--- src/rtl/fifo_uart_pkg.sv ---
// Shared types and sizing helpers for the FIFO-drain UART transmitter.
package fifo_uart_pkg;

  // Frame sequencer states; 3-bit encoding.
  typedef enum logic [2:0] {
    ST_IDLE   = 3'd0,
    ST_FETCH  = 3'd1,
    ST_START  = 3'd2,
    ST_DATA   = 3'd3,
    ST_PARITY = 3'd4,
    ST_STOP   = 3'd5
  } state_e;

  // Ceiling log2, same definition as the FIFO uses for its pointers.
  function automatic int clog2(input int value);
    int v;
    int r;
    v = value - 1;
    r = 0;
    while (v > 0) begin
      r++;
      v = v >> 1;
    end
    return r;
  endfunction

  // Default frame geometry and the counter widths it implies.
  localparam int DEF_WIDTH        = 8;
  localparam int DEF_CLKS_PER_BIT = 16;
  localparam int DEF_BAUD_W       = clog2(DEF_CLKS_PER_BIT);
  localparam int DEF_BIT_W        = clog2(DEF_WIDTH + 1);

endpackage

--- src/rtl/fifo_uart_tx.sv ---
// Drains a synchronous FIFO one word at a time and serializes each word as
// start bit, WIDTH data bits LSB-first, optional even parity, one stop bit.
module fifo_uart_tx
  import fifo_uart_pkg::*;
#(
  parameter int WIDTH        = DEF_WIDTH,
  parameter int CLKS_PER_BIT = DEF_CLKS_PER_BIT,
  parameter int PARITY_EN    = 0
) (
  input  logic             clk,
  input  logic             rst_n,
  input  logic             en,
  input  logic             fifo_empty,
  input  logic [WIDTH-1:0] fifo_dout,
  output logic             fifo_pop,
  output logic             tx,
  output logic             busy,
  output logic [15:0]      frames_sent
);

  localparam int BAUD_W = clog2(CLKS_PER_BIT);
  localparam int BIT_W  = clog2(WIDTH + 1);
  localparam logic [BAUD_W-1:0] BAUD_LAST = BAUD_W'(CLKS_PER_BIT - 1);
  localparam logic [BIT_W-1:0]  BIT_LAST  = BIT_W'(WIDTH - 1);

  state_e              state_q, state_d;
  logic [WIDTH-1:0]    shreg_q, shreg_d;
  logic                par_q, par_d;
  logic [BAUD_W-1:0]   baud_q, baud_d;
  logic [BIT_W-1:0]    bit_q, bit_d;
  logic [15:0]         frames_q, frames_d;
  logic                tx_q, tx_d;
  logic                baud_end;
  logic                pop;

  // Next-state logic: sequencing, baud/bit counting and the shift register.
  always_comb begin
    state_d  = state_q;
    shreg_d  = shreg_q;
    par_d    = par_q;
    baud_d   = baud_q + 1'b1;
    bit_d    = bit_q;
    frames_d = frames_q;
    pop      = 1'b0;
    baud_end = (baud_q == BAUD_LAST);

    case (state_q)
      ST_IDLE: begin
        baud_d = '0;
        // Pops only ever come from here, so at most one per frame.
        if (en && !fifo_empty) begin
          pop     = 1'b1;
          state_d = ST_FETCH;
        end
      end
      ST_FETCH: begin
        // Registered FIFO data is valid now, one cycle after the pop.
        shreg_d = fifo_dout;
        par_d   = ^fifo_dout;
        bit_d   = '0;
        baud_d  = '0;
        state_d = ST_START;
      end
      ST_START: begin
        if (baud_end) begin
          baud_d  = '0;
          state_d = ST_DATA;
        end
      end
      ST_DATA: begin
        if (baud_end) begin
          baud_d  = '0;
          shreg_d = shreg_q >> 1;
          bit_d   = bit_q + 1'b1;
          if (bit_q == BIT_LAST) begin
            state_d = (PARITY_EN != 0) ? ST_PARITY : ST_STOP;
          end
        end
      end
      ST_PARITY: begin
        if (baud_end) begin
          baud_d  = '0;
          state_d = ST_STOP;
        end
      end
      ST_STOP: begin
        if (baud_end) begin
          baud_d   = '0;
          frames_d = frames_q + 16'd1;
          state_d  = ST_IDLE;
        end
      end
      default: begin
        baud_d  = '0;
        state_d = ST_IDLE;
      end
    endcase

    // Line level is decoded from the upcoming state so tx leaves a flop.
    case (state_d)
      ST_START:  tx_d = 1'b0;
      ST_DATA:   tx_d = shreg_d[0];
      ST_PARITY: tx_d = par_d;
      default:   tx_d = 1'b1;
    endcase
  end

  // State and datapath registers; everything clears asynchronously, tx idles high.
  always_ff @(posedge clk or negedge rst_n) begin
    if (!rst_n) begin
      state_q  <= ST_IDLE;
      shreg_q  <= '0;
      par_q    <= 1'b0;
      baud_q   <= '0;
      bit_q    <= '0;
      frames_q <= 16'd0;
      tx_q     <= 1'b1;
    end else begin
      state_q  <= state_d;
      shreg_q  <= shreg_d;
      par_q    <= par_d;
      baud_q   <= baud_d;
      bit_q    <= bit_d;
      frames_q <= frames_d;
      tx_q     <= tx_d;
    end
  end

  assign fifo_pop    = pop;
  assign tx          = tx_q;
  assign busy        = (state_q != ST_IDLE);
  assign frames_sent = frames_q;

endmodule

--- config.mk ---
export PLATFORM = sky130hd
export DESIGN_NAME = fifo_uart_tx
export DESIGN_NICKNAME = d
export VERILOG_FILES = /design/src/rtl/fifo_uart_pkg.sv /design/src/rtl/fifo_uart_tx.sv
export SDC_FILE = /design/constraint.sdc
export NUM_CORES = 1
export LEC_CHECK = 0
export ABC_AREA = 1
export CAP_MARGIN = 0
export CORE_ASPECT_RATIO = 0.7
export CORE_UTILIZATION = 30
export CTS_CLUSTER_SIZE = 8
export DETAILED_ROUTE_END_ITERATION = 7
export GPL_ROUTABILITY_DRIVEN = 0
export PLACE_DENSITY_LB_ADDON = 0.12
export SLEW_MARGIN = 20
export SYNTH_ARGS = -nofsm -noshare
export SYNTH_HDL_FRONTEND = slang
export SYNTH_SLANG_ARGS = --single-unit
--- constraint.sdc ---
create_clock -name clk -period 2.2 [get_ports clk]
set_input_delay 0.66 -clock clk [delete_from_list [all_inputs] [get_ports clk]]
set_output_delay 0.66 -clock clk [all_outputs]
set_load 0.005 [all_outputs]
# == Yosys cells after proc, flatten, opt, wreduce, memory -nomap -nowiden ==
# Cells that the tools add are included.
# Widths: inputs -> output; s select.
# op_classes
n_addsub,3
eq_ne,11
mux,17
n_reduce_logical,9
# ops
cell,n
$mux 3,6
$pmux 3 s6,1
$add 16x1->16 const B,1
$pmux 8 s2,1
$eq 3x2->1 const B,4
$mux 4,3
$eq 3x3->1 const B,3
$add 4x1->4 const B,2
$mux 8,1
$pmux 4 s2,1
$reduce_xor 8->1,1
$eq 4x3->1 const B,1
$eq 4x4->1 const B,1
$reduce_and 2->1,2
$reduce_or 4->1,1
$eq 3x1->1 const B,1
$logic_not 3->1,1
$mux 1,3
$pmux 1 s3,1
$reduce_bool 3->1,1
$ne 2x2->1 const B,1
$reduce_bool 2->1,1
$logic_and 1x1->1,1
$logic_not 1->1,1
# word_totals
register_bits,37
output_inout_bits,19

# == Logic depth before layout (Yosys ltp) ==
# Gate-level depths: netlist (run 1).
# depth
word_depth,6
depth_mapped,13
depth_no_buf,13

# == Least setup slack after synthesis (run 1) ==
# OpenSTA, ideal clock, no wires.
# synth_timing
path_kind,flip-flop to flip-flop
startpoint,register baud_q[0]
endpoint,"register frames_q[12], in the netlist frames_sent[12]"
setup_time_ns,0.117
t_arrival_ns,1.444
required_time_ns,2.083
slack_ns,0.639
path_stages_with_launch,13
n_path_buf,0
path_cell_list,dfrtp_1 ha_1 nand2_1 inv_1 nand2_4 nor2_8 nand3_4 nor2_4 nand2_4 nor2_8 nand2_2 nand2_1 nand2_1
# synth_between
elab_chain_cells,2
# synth_rtl
element,line,rtl
start: declaration,fifo_uart_tx.sv:29,"logic [BAUD_W-1:0] baud_q, baud_d;"
start signal: assignment,fifo_uart_tx.sv:122,baud_q <= baud_d;
$eq 4x4->1,fifo_uart_tx.sv:45,baud_end = (baud_q == BAUD_LAST);
$reduce_and 2->1 (no line),n/a,
end signal: assignment,fifo_uart_tx.sv:124,frames_q <= frames_d;
end: declaration,fifo_uart_tx.sv:31,"logic [15:0] frames_q, frames_d;"
# No other way between the ends.
# A chain may end at the register's enable or synchronous reset.

# == Worst setup path after layout (run 1) ==
# layout_timing
startpoint,input port en
endpoint,output port fifo_pop
# layout_between
elab_chain_cells,3
# layout_rtl
element,line,rtl
start: declaration,fifo_uart_tx.sv:12,"input logic en,"
$logic_and 1x1->1,fifo_uart_tx.sv:51,if (en && !fifo_empty) begin
$mux 1,fifo_uart_tx.sv:51,
$mux 1,fifo_uart_tx.sv:47,case (state_q)
end: declaration,fifo_uart_tx.sv:15,"output logic fifo_pop,"
# No other way between the ends.

==> results.toml, run 1 <==
[yosys]
synth_top_area_share_pct = 43.04
synth_nets = 267
synth_cells = 251
synth_area_leader_cell = "dfrtp_1"
syn_area_per_cell_sq_um = 8.340
synth_seq_cells = 37
synth_top_cells_by_area = "dfrtp_1 43%, nand2_1 13%, inv_1 6.8%"
post_synth_num_cell_types = 34
seq_area_frac_synth_pct = 44.29
syn_area_sq_mm = 0.002093
synth_warnings = 0

[die]
die_h_um = 71.89
rows = 25
core_region_area_sq_mm = 0.006756
dieArea_sq_mm = 0.007321
ios = 31
initial_core_util_pct = 30.98
die_x_um = 101.8

[placed_design]
place_hpwl_um = 3081
port-buffer-count = 30
dp_slack_ns = -0.3095

[critical_path]
cp_slowest_stage_delay_ns = 0.45
cp_num_buf_inv = 4
cpMaxStageDelayCell = "clkdlybuf4s50_1"
crit_path_max_fanout = 2
end_kind = "output pin"
critPathKind = "primary input to output pin"
r2r_start = "baud_q[0]$_DFF_PN0_"
cp-start-kind = "primary input"
worstPathCellList = "clkdlybuf4s50_1, inv_1, nor2_1, nand2_1, inv_2, buf_2"
required_ns = 1.54
crit_arrival_ns = 1.45
crit_start = "en"
crit_family = "buffers and inverters"

[sta]
finalCriticalPeriod_ns = 2.110
fmax_ghz = 0.4740
worst_pin_slew_ns = 0.4840
worst_slack_ns = 0.09012
drv_slew = 0
setup_tns_ns = 0
rsz0062_at_grt = "false"
post-route-period-util_pct = 95.90
clock-skew-final_ns = 0.006644
setup_violations = 0
hold_violations = 0
max_slew_margin_pct = 67.73
hold_slack_ns = 0.4143

[clock_tree]
hold_buffers = 0
cts_max_path_buffers = 2
cts_tree = "done"
clk_latency_ns = 0.28
clk_root_buffer_cell = "clkbuf_8"
numCtsBuffers = 5
clock_sinks = 37
htreeDepth = 2
clk_pin_slew_ns = 0.08

[job]
maxCapViolCount = 0

[drt]
postRouteAntennaNets = 0
drt_iter0_drc = 58
wl_per_cell_um = 10.60
drc_errors = 0
wirelength_um = 4112
drt-pass1-iter-count = 4
vias = 1625
vias_per_cell = 4.188

[global_routing]
grt_pass1_vias = 1523
grt_start_max_net_pins = 38
overflow = 0
antenna_found_initial = 0
grt_first_pass_wirelength_um = 7058
track_usage_pct = 12.41

[finish]
multi_input_area_sq_mm = 0.001011
num-fill-cells = 696
antenna_cells = 0
final_util_pct = 39.11
drive_gt1_share_pct = 12.93
syn2layout_area_growth_pct = 26.24
final_net_count = 309
ff_latch_area_sq_um = 927.1

[power]
power_frac_seq_pct = 52.9
combPwrFrac_pct = 7.2
total_power_uw = 1311
power_frac_clock_pct = 39.9
p_sw_share_pct = 22.72
p_int_uw = 1013
power_switching_uw = 297.9
power_density_mw_per_mm2 = 496.2
leakagePower_uw = 0.001456
peakVddDrop_uv = 251.0

[run_status]
status = "completed"

[worst_hold_path]
hold_path_class = "primary input to async pin"
[worst reg2reg max path: cells and delay by family, from the launching register on]
kind	cells	cell delay (ns)
and+or+nand+nor	10	0.96
buffers and inverters	1	0.11
adders and majority gates	1	0.17
DFF	1	0.37
[placed cells by master (no fill, tap or decap), types with 2 or more instances in the layout]
cell,n
a21oi_1,4
a22oi_1,5
buf_2,2
buf_4,6
clkbuf_8,7
clkdlybuf4s50_1,28
dfrtp_1,36
ha_1,4
inv_1,37
inv_2,3
nand2_1,75
nand2_2,2
nand2_4,2
nand3_1,12
nand3_4,3
nand4_1,2
nor2_1,19
nor2_4,3
nor2_8,3
nor3_1,3
o211ai_1,2
o21ai_0,6
o21ai_1,2
xnor2_1,7
xor2_1,8
[cells in the mapped netlist]
cell type,number
nand4_1,2
xor2_1,8
or2_2,1
nand3_1,12
nand3_4,3
xnor2_1,7
nor2_1,19
dfrtp_1,36
inv_1,38
xor2_2,1
a21oi_1,4
ha_1,4
or2_1,1
nand3b_1,1
a22oi_1,5
nand2_2,2
nand2_1,75
o21ai_0,6
nor2_2,1
nor3b_1,1
o211ai_1,2
a31oi_1,1
nor2_4,3
inv_2,2
nand3b_2,1
nand2_4,2
o21ai_1,2
nor2_8,3
nor3_1,3
buf_2,1
o221ai_1,1
dfstp_2,1
nand3_2,1
a22o_1,1
[sequential cells by signal, indices dropped and copies added (netlist names)]
register / flops
shreg_q: 8
frames_sent: 16
baud_q: 4
par_q: 1
state_q: 3
bit_q: 4
tx: 1
[path summary, 6_finish.rpt]
check / cells after the start / endpoint / slack [ns]
worst max-delay path: 6 / fifo_pop / 0.09
worst min-delay path: 2 / frames_sent[7]$_DFFE_PN0P_ / 0.41
worst max register to register: 12 / frames_sent[12]$_DFFE_PN0P_ / 0.51
worst min register to register: 1 / baud_q[0]$_DFF_PN0_ / 0.46
max in group asynchronous: 2 / tx$_DFF_PN1_ / 1.42
min in group clk: 1 / baud_q[0]$_DFF_PN0_ / 0.46
[layout make-up]
class	count	area share [%]
inverters	40	5.682
flip-flops and latches	37	35.09
repair buffers	36	12.69
clock buffers	7	3.646
well taps	94	4.451
clock inverters	1	0.1894
multi-input cells	173	38.26
[metal layers]
metal	global-route usage (%)	part of all wire (%)
met5	0	0
met4	2.857	0.63
met3	3.707	3.8
met2	17.19	40
met1	18.76	56
[power groups by stage]
stage | clock (uW) | sequential (uW) | combinational, uW
6_report | 523 | 693 | 94.9
5_1_grt | 583 | 694 | 111
4_1_cts | 549 | 693 | 96.7
3_5_place_dp | 0 | 707 | 96.5
3_3_place_gp | 0 | 707 | 94.9
2_1_floorplan | 0 | 706 | 44.2
[stage by stage]
stage | cell area [sq um] | instances
after detailed placement | 2539 | 379
final | 2643 | 388
after global routing | 2643 | 388
after CTS | 2643 | 388
after floorplan | 2093 | 251
after global placement | 2539 | 379
[what timing repair did]
item / 4_1_cts / 5_1_grt
pin swaps: 0 / 0
cloned: 0 / 0
buffers inserted: 1 / 0
endpoints found under the hold margin: 0 / 0
gates resized for setup: 4 / 1
setup endpoints to repair: 1 / 1
[kinds of logic (layout without fill, tap and decap cells)]
group           count (synthesis)  after routing  synth area share (%)
compound gates                 22             22                 6.516
xor+xnor                       16             16                 7.054
fa+ha+maj                       4              4                 2.391
buf+inv                        41             84                 7.412
flops                          37             37                 44.29
simple gates                  131            131                 32.34
(Power assumes the default switching activity.)
==> inputs of run 2 (changes only) <==
- CORE_MARGIN: default -> 5
- CTS_CLUSTER_DIAMETER: default -> 100
==> run 2 against run 1 <==
Net effect: die area increased by 20%; via count increased by 2.0%; clock power decreased by 6.9%; flip-flop and latch count unchanged; non-clock buffer count increased by 6; wire length increased by 6.7%; largest power group unchanged.
==> results.toml, run 2 (same netlist as run 1, synthesis figures left out) <==
[global_routing]
overflow = 0
grt_start_max_net_pins = 22
grt_first_pass_wirelength_um = 7569
track_usage_pct = 11.06
grt_pass1_vias = 1582
antenna_found_initial = 0

[critical_path]
end_kind = "flop"
required_ns = 2.42
cp-start-kind = "primary input"
r2r_start = "state_q[1]$_DFF_PN0_"
crit_arrival_ns = 2.36
critPathKind = "primary input to flop"
cp_common_cell = "buf_4"
crit_start = "fifo_empty"
worstPathCellList = "clkdlybuf4s50_1, nor2_1, nand2_1, inv_1, buf_4, buf_4, buf_4, buf_4, buf_4, buf_4, buf_4, nor2_4, a21oi_2, nand2_1, nand2_1"
crit_path_max_fanout = 2
cpMaxStageDelayCell = "clkdlybuf4s50_1"
cp_slowest_stage_delay_ns = 0.46

[drt]
drc_errors = 0
wl_per_cell_um = 11.17
postRouteAntennaNets = 0
maxUsedRoutingLayer = "met4"
vias_per_cell = 4.219
vias = 1658
drt-pass1-iter-count = 5
wl_met1_um = 2401
wirelength_um = 4388
wl_met2_um = 1770
drt_iter0_drc = 68
route.met3.wl_um = 195

[finish]
ff_latch_area_sq_um = 927.1
final_net_count = 315
final_util_pct = 39.80
num-fill-cells = 730
syn2layout_area_growth_pct = 28.45
antenna_cells = 0
final_cell_mix = "75 x nand2_1, 38 x inv_1, 36 x dfrtp_1"
multi_input_area_sq_mm = 0.001027
fin_area_sq_mm = 0.002689
layout_commonest_cell = "nand2_1"
largest_register_ffs = 16
drive_gt1_share_pct = 14.72

[sta]
post-route-period-util_pct = 97.51
drv_slew = 0
worst_pin_slew_ns = 0.5443
hold_violations = 0
rsz0062_at_grt = "true"
clock-skew-final_ns = 0.002704
finalCriticalPeriod_ns = 2.145
max_slew_margin_pct = 63.72
setup_violations = 0
fmax_ghz = 0.4662

[job]
maxCapViolCount = 0

[clock_tree]
clock_sinks = 37
cts_max_path_buffers = 2
clk_pin_slew_ns = 0.07
clk_latency_ns = 0.28
htreeDepth = 2
cts_tree = "done"
numCtsBuffers = 5
clk_root_buffer_cell = "clkbuf_8"

[power]
total_power_uw = 1277
power_density_mw_per_mm2 = 475.1
leakagePower_uw = 0.001481
peakVddDrop_uv = 180.8

[die]
initial_core_util_pct = 30.98
rows = 25
dieArea_sq_mm = 0.008775
die_x_um = 109.8
core_region_area_sq_mm = 0.006756
die_h_um = 79.89
ios = 31

[placed_design]
port-buffer-count = 30
placed_area_sq_mm = 0.002546
place_hpwl_um = 3279

[worst_hold_path]
hold_path_class = "primary input to async pin"

[run_status]
status = "completed"
[run 2: layout make-up]
type / instances / share of cell area (%)
multi-input combinational: 173 / 38.20
sequential: 37 / 34.48
timing repair buffer: 42 / 14.15
inverter: 40 / 5.584
tap: 94 / 4.374
clock buffer: 7 / 3.211
[run 2: layer usage]
metal  vias up  track usage (%)
met5         -                0
met4         0            3.113
met3         2            3.557
met2        20            14.83
met1       757            16.63
li1        879                -
[run 2: where the power goes]
group / internal [uW] / total [uW] / switching (uW) / leakage (uW)
registers: 690 / 694 / 3.75 / 0.000482
logic: 41.3 / 97.3 / 56.0 / 0.000955
clock network: 249 / 487 / 238 / 0.0000443
[run 2: worst max-delay path: cells and delay by family]
kind,cells,cell delay (ns)
buf+inv,9,1.35
compound gates,1,0.06
simple gates,5,0.29
[run 2: final timing paths]
kind / cells past startpoint / endpoint / slack, ns
setup / recovery: 15 / tx$_DFF_PN1_ / 0.05
hold / removal: 1 / frames_sent[7]$_DFFE_PN0P_ / 0.35
setup reg to reg: 14 / tx$_DFF_PN1_ / 0.47
hold reg to reg: 1 / baud_q[0]$_DFF_PN0_ / 0.46
max in group asynchronous: 2 / frames_sent[3]$_DFFE_PN0P_ / 1.30
min in group clk: 1 / baud_q[0]$_DFF_PN0_ / 0.46
[run 2: metrics by stage]
stage	hold WS [ns]	setup slack (ns)	TNS [ns]	std cells
after floorplan	0.3644	0.6395	0	251
final	0.3533	0.05486	0	393
after global routing	0.3780	-0.009291	-0.009291	393
after CTS	0.3554	0.06247	0	393
after detailed placement	0.4529	-0.3074	-0.3074	380
after global placement	0.4526	-0.3009	-0.3009	380
[run 2: repair_timing]
action	4_1_cts	5_1_grt
setup endpoints to repair	1	2
pin swaps	0	2
buffers inserted	6	0
hold buffers	0	0
gates resized for setup	4	4
==> inputs of run 3 (changes only) <==
- PLACE_DENSITY: default -> 0.55
- PLACE_DENSITY_LB_ADDON: 0.12 -> default
==> run 3 against run 2 <==
Net effect: power grew 3.5%; global-route usage decreased by 0.78 points; hold slack worse by 0.059 ns; first-iteration DRC count up 8.8%; largest cell class unchanged; largest power group unchanged; highest routed layer unchanged.
==> results.toml, run 3 (same netlist as run 1, synthesis figures left out) <==
[job]
maxCapViolCount = 0

[sta]
rsz0062_at_grt = "false"
max_slew_margin_pct = 71.12
hold_slack_ns = 0.2945
worst_slack_ns = 0.07965
fmax_ghz = 0.4716
hold_violations = 0
finalCriticalPeriod_ns = 2.120
setup_violations = 0
drv_slew = 0
post-route-period-util_pct = 96.38
worst_pin_slew_ns = 0.4332
clock-skew-final_ns = 0.009607

[clock_tree]
clock_sinks = 37
clk_latency_ns = 0.30
numCtsBuffers = 5
cts_max_path_buffers = 2
htreeDepth = 2
clk_root_buffer_cell = "clkbuf_8"
clk_pin_slew_ns = 0.08
cts_tree = "done"

[power]
power_switching_uw = 305.8
combPwrFrac_pct = 7.3
leakagePower_uw = 0.001463
power_frac_seq_pct = 52.5
power_density_mw_per_mm2 = 496.8
peakVddDrop_uv = 217.4
power_frac_clock_pct = 40.3
p_int_uw = 1016
p_sw_share_pct = 23.14

[finish]
antenna_cells = 0
drive_gt1_share_pct = 12.93
final_cell_mix = "75 x nand2_1, 38 x inv_1, 36 x dfrtp_1"
largest_register_ffs = 16
syn2layout_area_growth_pct = 27.08
stdcell_count = 388
layout_commonest_cell = "nand2_1"
final_util_pct = 39.37
final_net_count = 309

[die]
rows = 25
initial_core_util_pct = 30.98
core_region_area_sq_mm = 0.006756
dieArea_sq_mm = 0.008775
die_x_um = 109.8
die_h_um = 79.89
ios = 31

[critical_path]
rrSetupSlack_ns = 0.49
required_ns = 1.54
end_kind = "output pin"
cp-start-kind = "primary input"
cp_slowest_stage_delay_ns = 0.45
critPathKind = "primary input to output pin"
cpMaxStageDelayCell = "clkdlybuf4s50_1"
worstPathCellList = "clkdlybuf4s50_1, inv_1, nor2_1, nand2_1, inv_1, buf_2"
crit_arrival_ns = 1.46
crit_path_max_fanout = 2
cp_common_cell = "inv_1"

[global_routing]
antenna_found_initial = 0
grt_pass1_vias = 1511
track_usage_pct = 10.28
overflow = 0
grt_first_pass_wirelength_um = 7024
grt_start_max_net_pins = 21

[drt]
vias = 1659
drt-pass1-iter-count = 4
wl_per_cell_um = 10.65
drt_iter0_drc = 74
vias_per_cell = 4.276
postRouteAntennaNets = 0
drc_errors = 0
wirelength_um = 4132

[worst_hold_path]
hold_path_class = "primary input to async pin"

[placed_design]
place_inst = 379
port-buffer-count = 30
place_hpwl_um = 3172
dp_slack_ns = -0.3416

[run_status]
status = "completed"
## run 3: cell type report
type	instances	area (sq um)
Timing Repair Buffer	36	347.8
Inverter	40	150.1
Tap cell	94	117.6
Fill cell	714	4096
Clock inverter	1	5.005
Multi-Input combinational cell	173	1016
Sequential cell	37	927.1
Clock buffer	7	96.34
## run 3: what timing repair did
item,in CTS,in global routing
setup buffers,1,0
gates resized for setup,4,1
hold buffers,0,0
setup endpoints to repair,1,1
## run 3: per-layer routing
layer	share of wire, %	routed length [um]	global-route usage [%]	vias up
met3	4.7	196	2.991	7
met1	53	2207	14.75	751
met4	1.4	59	4.483	0
li1	-	-	-	875
met2	40	1670	14.10	26
met5	0	0	0	-
## run 3: critical path, delay by kind of cell
| kind | cells | cell delay [ns] |
|---|---|---|
| AND/OR/NAND/NOR | 2 | 0.14 |
| buffers and inverters | 4 | 0.66 |
## run 3: power groups by stage
stage | combinational (uW) | sequential, uW | clock, uW
after global routing | 111 | 694 | 583
after detailed placement | 97.8 | 706 | 0
after CTS | 98.7 | 693 | 558
after global placement | 96.6 | 707 | 0
final | 95.9 | 694 | 532
after floorplan | 44.2 | 706 | 0
## run 3: worst paths after layout
| kind | from | to | cells after the start |
|---|---|---|---|
| min | rst_n | shreg_q[7]$_DFFE_PN0P_ | 1 |
| min reg2reg | baud_q[0]$_DFF_PN0_ | baud_q[0]$_DFF_PN0_ | 1 |
| max reg2reg | baud_q[0]$_DFF_PN0_ | frames_sent[12]$_DFFE_PN0P_ | 12 |
| max in group asynchronous | rst_n | tx$_DFF_PN1_ | 2 |
| max | en | fifo_pop | 6 |
| min in group clk | baud_q[0]$_DFF_PN0_ | baud_q[0]$_DFF_PN0_ | 1 |
## run 3: stage by stage
stage	setup TNS (ns)	cell area (sq um)	total power, uW
CTS	0	2655	1350
detailed placement	-0.3416	2551	804.3
global placement	-0.3084	2551	803.2
finish	0	2660	1322
floorplan	0	2093	750.1
global route	0	2660	1388
